$ cat src/rtl/cdiv_issue_ctrl.sv
// cdiv_issue_ctrl: initiator-side controller for the complex_div unit.
// Jobs pass straight through to the divider whenever issue credit is
// available. Each issued job's id is queued in issue order. Divider results
// are paired with those ids in a first-word-fall-through response FIFO.
// Credit is counted so that every in-flight job already owns a response
// slot, which is why the divider's out_ready can stay high. A watchdog
// flushes a divider that stops returning results.
module cdiv_issue_ctrl #(
    parameter int WIDTH     = 64,
    parameter int ID_W      = 4,
    parameter int MAX_OUT   = 4,
    parameter int RSP_DEPTH = 4,
    parameter int TIMEOUT   = 1024
) (
    input  logic                       clk_i,
    input  logic                       rst_i,
    input  logic                       flush_i,
    input  logic                       job_valid_i,
    output logic                       job_ready_o,
    input  logic [4*WIDTH-1:0]         job_ops_i,
    input  logic [ID_W-1:0]            job_id_i,
    output logic                       div_valid_o,
    input  logic                       div_ready_i,
    output logic [4*WIDTH-1:0]         div_ops_o,
    output logic                       div_flush_o,
    input  logic                       div_out_valid_i,
    output logic                       div_out_ready_o,
    input  logic [2*WIDTH-1:0]         div_result_i,
    input  logic [4:0]                 div_status_i,
    output logic                       rsp_valid_o,
    input  logic                       rsp_ready_i,
    output logic [2*WIDTH-1:0]         rsp_result_o,
    output logic [4:0]                 rsp_status_o,
    output logic [ID_W-1:0]            rsp_id_o,
    output logic [$clog2(MAX_OUT):0]   inflight_o,
    output logic                       timeout_o
);

    localparam int IPW  = $clog2(MAX_OUT);
    localparam int IFW  = IPW + 1;
    localparam int RPW  = $clog2(RSP_DEPTH);
    localparam int RCW  = RPW + 1;
    localparam int SUMW = ((IFW > RCW) ? IFW : RCW) + 1;
    localparam int WDW  = $clog2(TIMEOUT) + 1;

    localparam logic [IFW-1:0]  MAX_OUT_C   = IFW'(MAX_OUT);
    localparam logic [SUMW-1:0] RSP_DEPTH_C = SUMW'(RSP_DEPTH);
    localparam logic [WDW-1:0]  WDOG_LAST   = WDW'(TIMEOUT - 1);

    typedef enum logic [1:0] {
        ST_IDLE  = 2'd0,
        ST_BUSY  = 2'd1,
        ST_FLUSH = 2'd2
    } state_t;

    typedef struct packed {
        logic [ID_W-1:0]    id;
        logic [4:0]         status;
        logic [2*WIDTH-1:0] result;
    } rsp_ent_t;

    // Control state
    state_t           state_q;
    logic [WDW-1:0]   wdog_q;
    logic             tmo_q;
    logic             div_flush_q;
    logic             out_rdy_q;

    // Counters and FIFO pointers
    logic [IFW-1:0]   inflight_q, inflight_d;
    logic [IPW-1:0]   id_wptr_q, id_wptr_d;
    logic [IPW-1:0]   id_rptr_q, id_rptr_d;
    logic [RPW-1:0]   rsp_wptr_q, rsp_wptr_d;
    logic [RPW-1:0]   rsp_rptr_q, rsp_rptr_d;
    logic [RCW-1:0]   rsp_cnt_q, rsp_cnt_d;

    // Storage (data only, never reset)
    logic [ID_W-1:0]  id_mem_q [MAX_OUT];
    rsp_ent_t         rsp_mem_q [RSP_DEPTH];
    rsp_ent_t         rsp_head;

    // Per-cycle events
    logic             in_flush;
    logic [SUMW-1:0]  occupancy;
    logic             credit;
    logic             issue;
    logic             cap_raw;
    logic             capture;
    logic             rsp_pop;
    logic             timeout_hit;
    logic             go_flush;
    logic             clear;

    assign in_flush  = (state_q == ST_FLUSH);

    // A job may only be issued when the divider has room and its eventual
    // result is guaranteed a response slot (in flight + already buffered).
    assign occupancy = SUMW'(inflight_q) + SUMW'(rsp_cnt_q);
    assign credit    = (inflight_q < MAX_OUT_C) && (occupancy < RSP_DEPTH_C);

    assign div_valid_o = job_valid_i & credit & ~in_flush;
    assign job_ready_o = div_ready_i & credit & ~in_flush;
    assign div_ops_o   = job_ops_i;

    // flush_i overrides any issue or capture presented in the same cycle.
    assign issue   = div_valid_o & div_ready_i & ~flush_i;
    assign cap_raw = div_out_valid_i & div_out_ready_o;
    // A result arriving with nothing in flight has no id to pair with; drop it.
    assign capture = cap_raw & ~flush_i & (inflight_q != '0);
    assign rsp_pop = rsp_valid_o & rsp_ready_i;

    assign timeout_hit = (state_q == ST_BUSY) & ~cap_raw & (wdog_q == WDOG_LAST) & ~flush_i;
    assign go_flush    = flush_i | timeout_hit;
    // Queues are emptied on the edge that enters FLUSH and held empty during it,
    // so nothing stale is ever presented on rsp_* after a flush request.
    assign clear       = go_flush | in_flush;

    assign rsp_head     = rsp_mem_q[rsp_rptr_q];
    assign rsp_valid_o  = (rsp_cnt_q != '0);
    assign rsp_result_o = rsp_valid_o ? rsp_head.result : '0;
    assign rsp_status_o = rsp_valid_o ? rsp_head.status : '0;
    assign rsp_id_o     = rsp_valid_o ? rsp_head.id     : '0;

    assign inflight_o      = inflight_q;
    assign timeout_o       = tmo_q;
    assign div_flush_o     = div_flush_q;
    assign div_out_ready_o = out_rdy_q;

    // Next-state for the in-flight count and both FIFOs' pointers/occupancy.
    always_comb begin
        inflight_d = inflight_q;
        id_wptr_d  = id_wptr_q;
        id_rptr_d  = id_rptr_q;
        rsp_wptr_d = rsp_wptr_q;
        rsp_rptr_d = rsp_rptr_q;
        rsp_cnt_d  = rsp_cnt_q;
        if (clear) begin
            inflight_d = '0;
            id_wptr_d  = '0;
            id_rptr_d  = '0;
            rsp_wptr_d = '0;
            rsp_rptr_d = '0;
            rsp_cnt_d  = '0;
        end else begin
            if (issue) begin
                id_wptr_d = id_wptr_q + IPW'(1);
            end
            if (capture) begin
                id_rptr_d  = id_rptr_q + IPW'(1);
                rsp_wptr_d = rsp_wptr_q + RPW'(1);
            end
            if (rsp_pop) begin
                rsp_rptr_d = rsp_rptr_q + RPW'(1);
            end
            if (issue && !capture) begin
                inflight_d = inflight_q + IFW'(1);
            end else if (!issue && capture) begin
                inflight_d = inflight_q - IFW'(1);
            end
            if (capture && !rsp_pop) begin
                rsp_cnt_d = rsp_cnt_q + RCW'(1);
            end else if (!capture && rsp_pop) begin
                rsp_cnt_d = rsp_cnt_q - RCW'(1);
            end
        end
    end

    // Counter and pointer registers.
    always_ff @(posedge clk_i) begin
        if (rst_i) begin
            inflight_q <= '0;
            id_wptr_q  <= '0;
            id_rptr_q  <= '0;
            rsp_wptr_q <= '0;
            rsp_rptr_q <= '0;
            rsp_cnt_q  <= '0;
        end else begin
            inflight_q <= inflight_d;
            id_wptr_q  <= id_wptr_d;
            id_rptr_q  <= id_rptr_d;
            rsp_wptr_q <= rsp_wptr_d;
            rsp_rptr_q <= rsp_rptr_d;
            rsp_cnt_q  <= rsp_cnt_d;
        end
    end

    // FIFO storage writes: id on issue, tagged result on capture.
    always_ff @(posedge clk_i) begin
        if (issue && !clear) begin
            id_mem_q[id_wptr_q] <= job_id_i;
        end
        if (capture && !clear) begin
            rsp_mem_q[rsp_wptr_q] <= '{id:     id_mem_q[id_rptr_q],
                                       status: div_status_i,
                                       result: div_result_i};
        end
    end

    // Controller FSM with watchdog, sticky timeout flag and registered divider controls.
    always_ff @(posedge clk_i) begin
        if (rst_i) begin
            state_q     <= ST_IDLE;
            wdog_q      <= '0;
            tmo_q       <= 1'b0;
            div_flush_q <= 1'b0;
            out_rdy_q   <= 1'b1;
        end else begin
            div_flush_q <= go_flush;
            out_rdy_q   <= ~go_flush;
            if (go_flush) begin
                state_q <= ST_FLUSH;
                wdog_q  <= '0;
                if (timeout_hit) begin
                    tmo_q <= 1'b1;
                end
            end else begin
                case (state_q)
                    ST_IDLE: begin
                        wdog_q <= '0;
                        if (issue) begin
                            state_q <= ST_BUSY;
                        end
                    end
                    ST_BUSY: begin
                        if (inflight_d == '0) begin
                            state_q <= ST_IDLE;
                            wdog_q  <= '0;
                        end else if (capture) begin
                            wdog_q <= '0;
                        end else begin
                            wdog_q <= wdog_q + WDW'(1);
                        end
                    end
                    ST_FLUSH: begin
                        state_q <= ST_IDLE;
                        wdog_q  <= '0;
                    end
                    default: begin
                        state_q <= ST_IDLE;
                        wdog_q  <= '0;
                    end
                endcase
            end
        end
    end

endmodule
$ cat config.mk
export PLATFORM = sky130hd
export DESIGN_NAME = cdiv_issue_ctrl
export DESIGN_NICKNAME = d
export VERILOG_FILES = /design/src/rtl/cdiv_issue_ctrl.sv
export SDC_FILE = /design/constraint.sdc
export NUM_CORES = 1
export LEC_CHECK = 0
export BUFFER_PORTS_ARGS = -buffer_cell sky130_fd_sc_hd__clkbuf_2
export CORE_AREA = 2 2 309 311
export CTS_CLUSTER_DIAMETER = 40
export DETAILED_ROUTE_END_ITERATION = 6
export DIE_AREA = 0 0 311 313
export PLACE_DENSITY = 0.51
export SYNTH_ARGS = -nofsm -noshare
export SYNTH_HDL_FRONTEND = slang
export SYNTH_SLANG_ARGS = --single-unit
$ cat constraint.sdc
create_clock -name clk_i -period 6.27 [get_ports clk_i]
set_clock_uncertainty 0.15 [all_clocks]
set_input_delay 0.9405 -clock clk_i [delete_from_list [all_inputs] [get_ports clk_i]]
set_output_delay 0.9405 -clock clk_i [all_outputs]
set_load 0.05 [all_outputs]
### After elaboration in Yosys (flattened, before gate mapping)

Memory sizes are Yosys's and may differ from the RTL's. A register that Yosys moved wholly into a read port is not among the register bits.
Index checks and enable logic that the tools add are counted.

| cells by class | value |
|---|---|
| equality and inequality tests | 7 |
| add/sub/neg operators | 10 |
| order comparisons | 2 |
| bitwise operators | 20 |
| multiplexer cells | 20 |
| reductions and logical operators | 22 |

Operators with widths:

| cell | number |
|---|---|
| two-way mux 128 bit | 1 |
| two-way mux 3 bit | 5 |
| two-way mux 2 bit | 7 |
| bitwise AND 1 bit | 13 |
| adder 11 x 1 -> 11 bit, second input constant | 1 |
| equality test 11 x 10 -> 1 bit, second input constant | 1 |
| adder 2 x 1 -> 2 bit, second input constant | 4 |
| logical AND 1 bit | 7 |
| adder 3 x 1 -> 3 bit, second input constant | 2 |
| AND reduction 2 bit | 3 |
| nonzero test 3 bit | 2 |
| subtractor 3 x 1 -> 3 bit, second input constant | 2 |
| two-way mux 5 bit | 1 |
| inverter 1 bit | 5 |
| OR reduction 5 bit | 1 |
| adder 3 x 3 -> 4 bit | 1 |
| zero test 1 bit | 4 |
| less-than comparator 4 x 3 -> 1 bit, second input constant | 1 |
| two-way mux 1 bit | 4 |
| two-way mux 4 bit | 1 |
| one-hot mux 2 bit (2 select lines) | 1 |
| OR reduction 2 bit | 2 |
| zero test 3 bit | 1 |
| less-than comparator 3 bit, second input constant | 1 |
| 9 further kinds | 10 |

| word-level totals | value |
|---|---|
| input port bits | 400 |
| RAM bits | 564 |
| output and inout port bits | 402 |
| logic and storage cells | 95 |
| register bits | 30 |
| memories kept | 2 |

Memory list:

| name | depth | width | rd ports | clocked after memory_dff | wr ports | line | RTL |
|---|---|---|---|---|---|---|---|
| rsp_mem_q | 4 | 137 | 1 | 1 | 1 | 79 | `rsp_ent_t rsp_mem_q [RSP_DEPTH];` |
| id_mem_q | 4 | 4 | 1 | 1 | 1 | 78 | `logic [ID_W-1:0] id_mem_q [MAX_OUT];` |

### Logic depth before layout (Yosys ltp)

| depth | value |
|---|---|
| depth in word-level cells | 16 |
| mapped depth | 11 |
| depth with buffers taken out | 11 |

### Worst setup path before layout

OpenSTA, ideal clock, no wires.

| timing | value |
|---|---|
| path kind | register -> register |
| start | register inflight_q[0] (netlist: inflight_o[0]) |
| end | memory rsp_mem_q[1][0] (netlist bit) (enable) |
| arrival | 4.844 ns |
| path slack | 0.764 ns |
| clock period less this slack | 5.506 ns |
| setup time | 0.513 ns |
| buffers on the path | 0 |
| data required time | 5.607 ns |
| cell stages (with the launch flop) | 6 |
| cell sequence | dfxtp_1 inv_1 ha_1 nor2b_1 nor4_1 and2_1 |

| between the ends | value |
|---|---|
| longest elaborated chain between the ends | 5 |

RTL lines:

| what | line | RTL |
|---|---|---|
| start, declared | 70 | `logic [IFW-1:0] inflight_q, inflight_d;` |
| start signal, assigned | 178 | `inflight_q <= inflight_d;` |
| nonzero test 3 bit | 109 | `assign capture = cap_raw & ~flush_i & (inflight_q != '0);` |
| bitwise AND 1 bit | 109 |  |
| logical AND 1 bit | 192 | `if (capture && !clear) begin` |
| two-way mux 1 bit | 192 |  |
| two-way mux 1 bit (implied by the code) | 193 | `rsp_mem_q[rsp_wptr_q] <= '{id: id_mem_q[id_rptr_q],` |
| end, declared | 79 |  |

Every way passes these cells.

==> reports/metrics.csv <==
stage,metric,value,unit
routing,vias per cell,4.37,
yosys,largest area contributor in the netlist,edfxtp_1,
cts,CTS hold repair buffers,0,
critical_path,crit path launch type,flop,
hold_path,HP Start,timeout_o,
global_routing,largest net degree at the start of global routing,95,
yosys,post-synth top area share,0.680,
yosys,yosys warns,0,
critical_path,CP endpoint kind,output port,
routing,Iter 0 DRT Violations,834,
power_and_ir_drop,pwr dens,331,nW/um^2
die,core box area,94200,um^2
critical_path,FF-to-FF path depth,6,
yosys,syn_nets,1749,
timing,final-report max-slew violation count,0,
hold_path,Min-Delay Path Class,flop to flop,
power_and_ir_drop,Leak,9.78,nW
critical_path,"critical path fanouts, max",38,
cts,clock transition at the registers of the reported paths,0.05,ns
cts,clk root buf,clkbuf_16,
global_routing,first-pass GRT wire length,105000,um
timing,final hold vios,0,
critical_path,crit-path max cell delay,0.91,ns
critical_path,critical path type,flop to output port,
placed_design,hpwl dp,54200,um
routing,Antenna Nets Post-Route,0,
yosys,"FF+latch count, synth",598,
hold_path,hold-critical path endpoint,timeout_o,
critical_path,CP required,5.18,ns
timing,RSZ-0062 raised after global routing,no,
cts,CTS resizes,0,
cts,Worst-Skew Late Latency,0.64,ns
cells_and_area,area delta synth->final,17.5,%
cts,CTS tree,built,
yosys,register area share after synthesis,0.708,
timing,Tmin final,4.36,ns
placed_design,gpl congestion,0.810,
die,die height,313,um
timing,TNS Setup,0,ns
routing,DRC errors left,0,
critical_path,Crit path max-delay family,flip-flops,
timing,measured slew at the worst slew-check pin,0.957,ns
power_and_ir_drop,peak supply drop,0.213,mV
routing,Initial DRT Pass Iterations,4,
critical_path,CP Data Arrival Time,3.27,ns
timing,fin crit share,0.696,
critical_path,worst r2r dst,rsp_mem_q[1][85],
cells_and_area,most frequent cells in the layout,"edfxtp_1, clkbuf_2, and2_1",
timing,highest clock rate,229,MHz
cts,number of buffers created by CTS,95,
routing,drt wl/cell,27.6,um
global_routing,total grt overflow,0,
critical_path,CP max stage cell,dfxtp_4,
cts,clock tree buffer depth,3,
timing,Max-slew headroom,0.362,
cts,CTS H-tree depth,3,
die,I/O pin count,802,
critical_path,reg2reg setup slack,2.75,ns
flow_run,Max-Cap Viols,0,
cells_and_area,"commonest non-fill, non-tap cell in the layout",edfxtp_1,
yosys,"Avg Cell Area, Syn",18.7,um^2
timing,"Setup violations, final",0,
outcome,status,completed,
die,Die W,311,um
global_routing,initial antenna violation count,11,
cells_and_area,Layout Utilization,0.311,
routing,Total Wirelength,76600,um
die,row count,113,
cts,post-CTS setup buffer count,0,
cells_and_area,nets@finish,1844,
global_routing,number of global-route vias before repair,13000,
global_routing,total track usage,0.154,
cts,Sink Count,598,
yosys,post-synth cell types,42,
cells_and_area,layout cells sized above 1,0.417,
die,Initial Util,0.264,
yosys,synth top area cells,"edfxtp_1, mux4_2, buf_4, and2_1, dfxtp_1",
critical_path,WP depth,4,
yosys,Syn Std Cell Area,24900,um^2
die,die area,97300,um^2
routing,via count,12100,
hold_path,Hold Path Cell Cnt,2,
yosys,Syn Inst Count,1333,
critical_path,reg2reg start,inflight_o[0],
critical_path,Buf/Inv on CP,2,
critical_path,CP Cell Sequence,"buf_4, mux4_2, and2_1, clkbuf_2",
placed_design,port bufs,289,
[per-layer routing]
metal	track usage	vias up	wire length, um
met1	0.161	6178	26700
met2	0.231	720	34700
li1	-	5088	-
met3	0.123	135	12900
met4	0.0495	22	1870
met5	0.0222	-	386
[cell families (layout without fill, tap and decap cells)]
family,Yosys count,count (layout),synth area share
DFF,598,598,0.708
muxes,144,144,0.129
adders and majority gates,16,16,0.00834
other,0,2,0
AOI/OAI and AO/OA,26,26,0.00955
xor gates and xnor gates,19,19,0.00668
and+or+nand+nor,211,211,0.0514
buffers and inverters,319,496,0.0876
[through the flow]
step / cell area [um^2] / hold slack [ns] / worst slack, ns / cells / power (mW)
floorplan: 24900 / 0.313 / 0.764 / 1333 / 4.98
global placement: 26000 / 0.334 / 2.44 / 2596 / 4.64
detailed placement: 26000 / 0.334 / 2.34 / 2596 / 4.65
CTS: 29200 / 0.271 / 1.71 / 2775 / 9.82
global route: 29200 / 0.294 / 1.64 / 2775 / 10.0
finish: 29200 / 0.328 / 1.91 / 2777 / 9.69
[where the power goes]
group / total, mW / internal (mW) / leakage (nW) / switching [mW]
sequential: 4.38 / 4.37 / 5.35 / 0.00421
combinational: 0.192 / 0.0609 / 2.88 / 0.131
clock: 5.12 / 3.11 / 1.55 / 2.01
total: 9.69 / 7.55 / 9.78 / 2.14
[flip-flops by register name, summed over array words and instances, names as in the netlist, named ones only]
register	flops
rsp_mem_q	548
state_q	2
rsp_cnt_q	3
id_wptr_q	2
id_rptr_q	2
rsp_rptr_q	2
wdog_q	11
inflight_o	3
id_mem_q	16
timeout_o	1
div_flush_o	1
div_out_ready_o	1
rsp_wptr_q	2
[synthesized netlist by cell type]
master     number
a2111oi_0       2
a211oi_1        3
a211oi_2        9
a21oi_1         5
a221o_1         1
a22o_1          1
a311oi_2        1
a31oi_1         3
and2_1        147
and2b_4         1
and3_1          5
and3_2          1
buf_1          14
buf_2           3
buf_4         257
buf_6           2
clkbuf_1       31
dfxtp_1        34
edfxtp_1      564
fa_1            1
ha_1           15
inv_1          12
mux2i_1         3
mux4_2        141
nand2_1         9
nand2b_1        2
nand3_1         7
nand3b_1        1
nand4_1         2
nor2_1         25
nor2b_1         2
nor3_1          2
nor3_4          1
nor4_1          1
nor4_4          1
nor4b_1         1
nor4b_4         1
o211ai_1        1
or3_1           1
or4_4           1
xnor2_1        11
xor2_1          8
[how the worst max path moves through the flow]
stage | endpoint | slack (ns)
after global routing | rsp_result_o[8] | 1.64
after CTS | rsp_result_o[8] | 1.71
after global placement | rsp_result_o[8] | 2.44
final | rsp_result_o[8] | 1.91
after floorplan | rsp_mem_q[1][0] | 0.76
after detailed placement | rsp_mem_q[0][111] | 2.34
[cell type report]
cell class,count,area [um^2]
clock buffers,101,2410
multi-input cells,416,5110
clock inverters,78,812
diodes,2,5.00
fillers,9258,64900
well taps,1265,1580
repair buffers,305,1650
inverters,12,45.0
flip-flops and latches,598,17600
[worst min-delay path, delay by kind of cell, from the launching register on]
kind	cells	cell delay [ns]
flip-flops	1	0.33
AO/OA/AOI/OAI	1	0.04
AND/OR/NAND/NOR	1	0.07
Power figures use the tool's default switching activity.
